File: config.mk
export PLATFORM = sky130hd
export DESIGN_NAME = uart_frame_rx
export DESIGN_NICKNAME = d
export VERILOG_FILES = /design/src/rtl/uart_frame_rx.sv
export SDC_FILE = /design/constraint.sdc
export NUM_CORES = 1
export LEC_CHECK = 0
export BUFFER_PORTS_ARGS = -buffer_cell sky130_fd_sc_hd__buf_2
export CAP_MARGIN = 20
export CORE_ASPECT_RATIO = 2
export CORE_MARGIN = 2
export CORE_UTILIZATION = 40
export DETAILED_ROUTE_END_ITERATION = 10
export GPL_ROUTABILITY_DRIVEN = 0
export GPL_TIMING_DRIVEN = 0
export PLACE_DENSITY_LB_ADDON = 0.25
export SLEW_MARGIN = 20
export SYNTH_ARGS = -nofsm -noshare
export SYNTH_HDL_FRONTEND = slang
export SYNTH_SLANG_ARGS = --single-unit
File: constraint.sdc
create_clock -name clk -period 2.3 [get_ports clk]
set_clock_uncertainty 0.15 [all_clocks]
set_input_delay 0.115 -clock clk [delete_from_list [all_inputs] [get_ports clk]]
set_output_delay 0.115 -clock clk [all_outputs]
set_load 0.1 [all_outputs]
File: src/rtl/uart_frame_rx.sv
// uart_frame_rx: 16x-oversampled UART receiver that assembles fixed-length frames with timeout and framing-error discard
module uart_frame_rx #(
  parameter int CLK_FREQ     = 103_340_000,
  parameter int BAUD         = 9600,
  parameter int DBITS        = 8,
  parameter int FRAME_BYTES  = 18,
  parameter int TIMEOUT_BITS = 20
) (
  input  logic                         clk,
  input  logic                         reset,
  input  logic                         rx,
  output logic [FRAME_BYTES*DBITS-1:0] frame_out,
  output logic                         frame_valid,
  output logic                         frame_err,
  output logic                         busy,
  output logic [7:0]                   byte_count
);
  localparam int DIV_F = CLK_FREQ / (BAUD * 16);
  localparam int DIV   = DIV_F < 1 ? 1 : DIV_F;
  localparam int TO    = TIMEOUT_BITS * 16;
  localparam int TW    = $clog2(DIV + 1);
  localparam int OW    = $clog2(TO + 1);
  localparam int BW    = $clog2(DBITS + 1);
  localparam int FW    = FRAME_BYTES * DBITS;
  localparam int SW    = FW - DBITS;
  typedef enum logic [2:0] {IDLE, START, DATA, STOP, RECOVER} state_t;
  state_t          state;
  logic            s1, s2, prev_hi;
  logic [1:0]      sync_ok;
  logic [TW-1:0]   tick_cnt;
  logic [3:0]      os;
  logic [BW-1:0]   bit_cnt;
  logic [DBITS-1:0] char_sr;
  logic [SW-1:0]   shadow;
  logic [OW-1:0]   to_cnt;
  logic            tick, fall, start, last_char, to_hit;
  assign tick      = tick_cnt == TW'(DIV - 1);
  assign fall      = prev_hi & ~s2;
  assign start     = state == IDLE && fall;
  assign last_char = byte_count == 8'(FRAME_BYTES - 1);
  assign to_hit    = tick && to_cnt == OW'(TO - 1) && byte_count != 8'd0;
  assign busy      = state != IDLE || byte_count != 8'd0;
  always_ff @(posedge clk) begin
    if (reset) begin
      s1      <= 1'b1;
      s2      <= 1'b1;
      sync_ok <= 2'b00;
      prev_hi <= 1'b0;
    end else begin
      s1      <= rx;
      s2      <= s1;
      sync_ok <= {sync_ok[0], 1'b1};
      prev_hi <= sync_ok[1] & s2;
    end
  end
  always_ff @(posedge clk) begin
    if (reset) tick_cnt <= '0;
    else tick_cnt <= (tick || start) ? '0 : tick_cnt + TW'(1);
  end
  always_ff @(posedge clk) begin
    if (reset) begin
      state       <= IDLE;
      os          <= '0;
      bit_cnt     <= '0;
      char_sr     <= '0;
      shadow      <= '0;
      frame_out   <= '0;
      frame_valid <= 1'b0;
      frame_err   <= 1'b0;
      byte_count  <= '0;
      to_cnt      <= '0;
    end else begin
      frame_valid <= 1'b0;
      frame_err   <= 1'b0;
      to_cnt      <= (state == IDLE && byte_count != 8'd0 && !start) ? to_cnt + OW'(tick) : '0;
      case (state)
        IDLE: begin
          if (start) begin
            state <= START;
            os    <= '0;
          end else if (to_hit) begin
            frame_err  <= 1'b1;
            byte_count <= '0;
            shadow     <= '0;
          end
        end
        START: begin
          if (tick) begin
            os <= os + 4'd1;
            if (os == 4'd7) begin
              state   <= s2 ? IDLE : DATA;
              os      <= '0;
              bit_cnt <= '0;
            end
          end
        end
        DATA: begin
          if (tick) begin
            os <= os + 4'd1;
            if (os == 4'd15) begin
              char_sr <= {s2, char_sr[DBITS-1:1]};
              bit_cnt <= bit_cnt + BW'(1);
              if (bit_cnt == BW'(DBITS - 1)) state <= STOP;
            end
          end
        end
        STOP: begin
          if (tick) begin
            os <= os + 4'd1;
            if (os == 4'd15) begin
              if (!s2) begin
                frame_err  <= 1'b1;
                byte_count <= '0;
                shadow     <= '0;
                state      <= RECOVER;
              end else if (last_char) begin
                frame_out   <= {shadow, char_sr};
                frame_valid <= 1'b1;
                byte_count  <= '0;
                shadow      <= '0;
                state       <= IDLE;
              end else begin
                shadow     <= SW'({shadow, char_sr});
                byte_count <= byte_count + 8'd1;
                state      <= IDLE;
              end
            end
          end
        end
        RECOVER: state <= s2 ? IDLE : RECOVER;
        default: state <= IDLE;
      endcase
    end
  end
endmodule

Word-level counts from Yosys, hierarchy flattened
Index checks and enable logic that the tools add are counted.
{"block": "totals", "register_bits": 333, "in_bits": 3, "word_cells": 116}
{"block": "op_classes", "addsub": 5, "n_eq_ne": 21, "mux": 43, "bitwise": 7, "reduce_logical": 24}
{"cell": "136-bit two-way mux", "count": 6}
{"cell": "136-bit one-hot mux with 2 select lines", "count": 1}
{"cell": "8-bit two-way mux", "count": 6}
{"cell": "4-bit two-way mux", "count": 8}
{"cell": "3-bit two-way mux", "count": 9}
{"cell": "2-bit != test, second input constant", "count": 10}
{"cell": "8-bit one-hot mux with 2 select lines", "count": 1}
{"cell": "3-bit one-hot mux with 5 select lines", "count": 1}
{"cell": "5-bit AND reduction", "count": 3}
{"cell": "4-bit one-hot mux with 3 select lines", "count": 1}
{"cell": "10-bit by 1-bit adder with 10-bit output, second input constant", "count": 1}
{"cell": "10-bit == test, second input constant", "count": 1}
{"cell": "9-bit by 1-bit adder with 9-bit output", "count": 1}
{"cell": "9-bit == test, second input constant", "count": 1}
{"cell": "4-bit by 1-bit adder with 4-bit output, second input constant", "count": 2}
{"cell": "8-bit by 1-bit adder with 8-bit output, second input constant", "count": 1}
{"cell": "4-bit by 3-bit == test with 1-bit output, second input constant", "count": 2}
{"cell": "8-bit by 5-bit == test with 1-bit output, second input constant", "count": 1}
{"cell": "4-bit one-hot mux with 2 select lines", "count": 1}
{"cell": "8-bit AND reduction", "count": 1}
{"cell": "8-bit nonzero test", "count": 1}
{"cell": "1-bit two-way mux", "count": 7}
{"cell": "3-bit by 2-bit == test with 1-bit output, second input constant", "count": 2}
{"cell": "3-bit nonzero test", "count": 2}
{"cell": "other kinds (17)", "count": 30}

Longest topological paths before layout
{"block": "depth", "depth_word": 7, "depth_mapped": 10, "mapped_depth_nobuf": 9}

Worst setup path after synthesis
OpenSTA, ideal clock, no wires.
{"block": "synth_timing", "path_kind": "register to register", "from": "register byte_count[7]", "to": "register byte_count[1]", "arrival_ns": 2.626, "required_time_ns": 2.032, "slack_ns": -0.594, "stages_incl_launch_ff": 9, "n_path_buf": 3, "synth_period_minus_slack_ns": 2.894, "cell_sequence": "dfxtp_1 or3_4 or4_4 a31o_1 and2_1 buf_2 buf_2 buf_2 a22o_1"}
{"block": "synth_via", "elab_chain_len": 6}
{"element": "from (decl)", "line": "16", "rtl": "output logic [7:0] byte_count"}
{"element": "from (signal assigned)", "line": "124", "rtl": "byte_count <= byte_count + 8'd1;"}
{"element": "8-bit by 5-bit == test with 1-bit output", "line": "40", "rtl": "assign last_char = byte_count == 8'(FRAME_BYTES - 1);"}
{"element": "8-bit two-way mux", "line": "116", "rtl": "end else if (last_char) begin"}
{"element": "8-bit two-way mux", "line": "111", "rtl": "if (!s2) begin"}
{"element": "8-bit two-way mux", "line": "110", "rtl": "if (os == 4'd15) begin"}
{"element": "8-bit two-way mux", "line": "108", "rtl": "if (tick) begin"}
{"element": "8-bit one-hot mux with 2 select lines", "line": "76", "rtl": "case (state)"}
Parallel ways exist; a longest one is shown, timed or not. The select of a mux whose other input is x is not followed.
A chain may end at the register's enable or synchronous reset.

Worst setup path in the final report
{"block": "layout_timing", "from": "register byte_count[7]", "to": "register shadow[84]"}
{"block": "layout_via", "elab_chain_len": 6}
{"element": "8-bit by 5-bit == test with 1-bit output", "line": "40"}
{"element": "136-bit two-way mux", "line": "116"}
{"element": "136-bit two-way mux", "line": "111"}
{"element": "136-bit two-way mux", "line": "110"}
{"element": "136-bit two-way mux", "line": "108"}
{"element": "136-bit one-hot mux with 2 select lines", "line": "76"}
{"element": "to (signal assigned)", "line": "123", "rtl": "shadow <= SW'({shadow, char_sr});"}
{"element": "to (decl)", "line": "34", "rtl": "logic [SW-1:0] shadow;"}
Parallel ways exist; a longest one is shown, timed or not. The select of a mux whose other input is x is not followed.

==> impl_summary.txt <==
----------------------------------------------------
[Routing]
  Number of vias in the routed layout ... approximately 9.5k
  Met3 routed wirelength ... ~1900 um
  Top layer used by detailed routing ... met4
  Wire length on met1 ... about 13000 um
  Final wirelength ... between 30000 and 40000 um
  Average wire per standard cell ... roughly 17 um
  Met2 wire length ... around 15000 um
  Count of antenna-violating nets left after detailed routing ... 0
  DRC violation count after routing ... 0
  Router iterations before antenna repair ... 5
  Number of vias per cell ... just over 5
  Detailed router's first-iteration violation count ... 466

[STA]
  Period minus WS final ... between 2 and 2.5 ns
  Rel. slew slack ... 0.407
  Smallest hold slack ... roughly 0.15 ns
  Least-Margin Pin Slew ... 0.889 ns
  Fin Setup TNS ... -10.27 ns
  Setup slack of the critical path after layout ... -0.114 ns
  Tcrit/Tclk final ... 1.05
  Number of hold violations in the final report ... 0
  Maximum clock frequency ... 414 MHz
  Unrepaired setup endpoints after global routing ... yes
  Number of failing setup endpoints in the final timing report ... between 100 and 150
  Slew Limit Fails ... 0

[Yosys]
  Per-instance average area after synthesis ... roughly 9.4 um2
  Largest area contributor in the netlist ... sky130_fd_sc_hd__dfxtp_1
  Share of synthesized area occupied by flip-flops and latches ... 0.578
  Ys async rst share ... 0
  Top cell types by occurrence after synthesis ... 333 x sky130_fd_sc_hd__dfxtp_1, 307 x sky130_fd_sc_hd__nand2_1, 158 x sky130_fd_sc_hd__a21oi_1
  Count of unique library cells instantiated by Yosys ... between 50 and 60
  Synth area leaders ... sky130_fd_sc_hd__dfxtp_1 58%, sky130_fd_sc_hd__a22o_1 10%, sky130_fd_sc_hd__nand2_1 10%
  Number of synthesized flops with an enable pin ... 0
  Most common flop cell mapped by yosys ... sky130_fd_sc_hd__dfxtp_1
  Top cell type's share of synthesized area ... 0.578
  Syn. warnings ... 0
  Number of standard cells after synthesis ... 1224
  #FFs+latches synth ... 333
  Net count of the mapped netlist ... between 1k and 1.5k
  Cell with the most instances after synthesis ... sky130_fd_sc_hd__dfxtp_1
  Post-synthesis instance area ... ~12000 um2

[Die]
  Overall die width ... 124 um
  Core footprint ... approximately 29000 um2
  Initial core utilization ... 0.403
  Standard-cell rows ... a little under 90
  Num ports ... around 160
  Die Footprint ... ~30000 um2
  Height of the die ... 244 um

[Power and ir drop]
  Areal power density over the cells ... ~760 nW/um2
  Sw Pwr ... approximately 2.5 mW
  Leak Pwr ... between 6 and 7 nW
  Flop pwr share ... 0.513
  Proportion of total power due to net switching ... 0.220
  Cell internal power dissipation ... about 8.8 mW
  Total power ... 11.3 mW
  Portion of total power attributed to combinational logic ... 0.049
  Largest voltage drop on the vdd net ... a little under 600 uV
  Clock power share ... 0.438

[CTS]
  Clock latency reported for the late side of the worst-skew pair ... around 0.56 ns
  Clock transition at path regs ... about 0.07 ns
  TritonCTS Buffers ... 28
  Cell at the root of the clock tree ... sky130_fd_sc_hd__clkbuf_16
  H-tree level count ... 1
  Number of sinks on the clock net ... roughly 330
  Bufs on Longest Clock Path ... 3
  TritonCTS clock tree ... yes

[Run status]
  Failing checks ... negative setup slack
  Status ... finished with violations

[Min path]
  Path type of the worst min-delay path ... in2reg

[Global route]
  Number of antenna violations at the first check in global routing ... 0
  Global-route wire length before repair ... roughly 48000 um
  Via count of the first global-routing pass ... about 9.1k
  Global router's overall resource usage ... 0.197
  Pin count of the biggest net entering global routing ... 17
  GRT overflow ... 0

[Final layout]
  Area growth from synthesis to layout ... 30.2%
  Fraction of layout cells with a size suffix above 1 ... 0.239
  ANT cells ... 0
  Layout net count ... around 1.5k
  Total non-filler cell area in the finished layout ... ~15000 um2

[Critical path]
  Critical Path Fanout Max ... 6
  WP data required ... around 2.7 ns
  Startpoint kind of the worst setup timing path ... flop
  Critical Path End Type ... flop
  Setup Crit Path Kind ... reg2reg
  Critical Path AT ... around 2.8 ns

[Place]
  HPWL Detailed ... 20800 um
  Placed Area ... 12900 um2
  Buffers added on ports ... roughly 160

[Run]
  Max_cap viols ... 0

----------------------------------------------------
power by group through the flow:
stage / clock, mW / combinational, mW / sequential (mW)
2_1_floorplan: 0 / 0.329 / 5.92
3_3_place_gp: 0 / 0.423 / 5.93
3_5_place_dp: 0 / 0.433 / 5.93
4_1_cts: 5.07 / 0.472 / 5.82
5_1_grt: 5.27 / 0.591 / 5.83
6_report: 4.97 / 0.551 / 5.82
cells by family after synthesis:
family                     synth area share
and+or+nand+nor                       0.158
xor gates and xnor gates             0.0129
buffers and inverters                0.0375
DFF                                   0.578
AOI/OAI and AO/OA                     0.196
adders and majority gates           0.00867
muxes                               0.00965
registers in the layout (all words and copies together) (netlist names), 2 cells and up:
| register | count |
|---|---|
| tick_cnt | 10 |
| state | 3 |
| bit_cnt | 4 |
| to_cnt | 9 |
| frame_out | 144 |
| byte_count | 8 |
| sync_ok | 2 |
| os | 4 |
| char_sr | 8 |
| shadow | 136 |
final cells by class:
| cell class | instances | area (um2) |
|---|---|---|
| Fill cell | 2593 | 13600 |
| Clock inverter | 11 | 144 |
| Timing Repair Buffer | 205 | 1490 |
| Tap cell | 360 | 450 |
| Clock buffer | 39 | 825 |
| Buffer | 86 | 801 |
| Inverter | 10 | 40.0 |
| Multi-Input combinational cell | 791 | 4580 |
| Sequential cell | 333 | 6700 |
per-layer routing:
metal / vias to the layer above / global-route usage
met5: - / 0
met4: 0 / 0.0592
met3: 40 / 0.0364
met1: 4454 / 0.261
met2: 292 / 0.323
li1: 4708 / -
final timing paths:
kind / startpoint / endpoint / slack (ns) / cells after the start
worst max-delay path: byte_count[7]$_SDFFE_PP0P_ / shadow[84]$_SDFFE_PP0P_ / -0.11 / 9
worst min-delay path: rx / s1$_SDFF_PP1_ / 0.15 / 3
worst max register to register: byte_count[7]$_SDFFE_PP0P_ / shadow[84]$_SDFFE_PP0P_ / -0.11 / 9
worst min register to register: s1$_SDFF_PP1_ / s2$_SDFF_PP1_ / 0.26 / 1
per-stage QoR:
| stage | std cells | utilization | worst slack [ns] |
|---|---|---|---|
| 2_1_floorplan | 1224 | - | -0.196 |
| 3_3_place_gp | 1741 | 0.452 | -1.02 |
| 3_5_place_dp | 1741 | 0.452 | -1.09 |
| 4_1_cts | 1812 | 0.505 | -0.186 |
| 5_1_grt | 1835 | 0.525 | -0.163 |
| 6_report | 1835 | 0.525 | -0.114 |
repair_timing:
item | 4_1_cts | 5_1_grt
hold buffers | 2 | 0
endpoints found under the hold margin | 2 | 0
gates cloned | 7 | 14
resized for setup | 97 | 83
pin swaps | 10 | 86
buffers inserted | 16 | 10
setup endpoints to repair | 295 | 297
cells in the final DEF (no fill, tap or decap), drive strengths merged, types with 5 or more instances in the layout:
cell    instances
mux2i          10
clkbuf         95
nand2         307
o21ai           8
buf           233
nor2b           7
ha              8
and4            5
and3            8
xor2           14
nor2           39
or2             5
nand3          19
a21oi         158
nand4           6
dfxtp         333
inv            12
a22o          138
worst max-delay path, stage by stage (launching register included):
cell and delay, ns:
sky130_fd_sc_hd__dfxtp_4 0.34, sky130_fd_sc_hd__or3_4 0.38, sky130_fd_sc_hd__or4_4 0.46, sky130_fd_sc_hd__buf_6 0.14
sky130_fd_sc_hd__and3_4 0.16, sky130_fd_sc_hd__o22ai_4 0.12, sky130_fd_sc_hd__buf_12 0.16, sky130_fd_sc_hd__buf_12 0.16
sky130_fd_sc_hd__clkbuf_16 0.14, sky130_fd_sc_hd__a22o_1 0.14
Note: power is estimated with default switching activity, not from simulation.
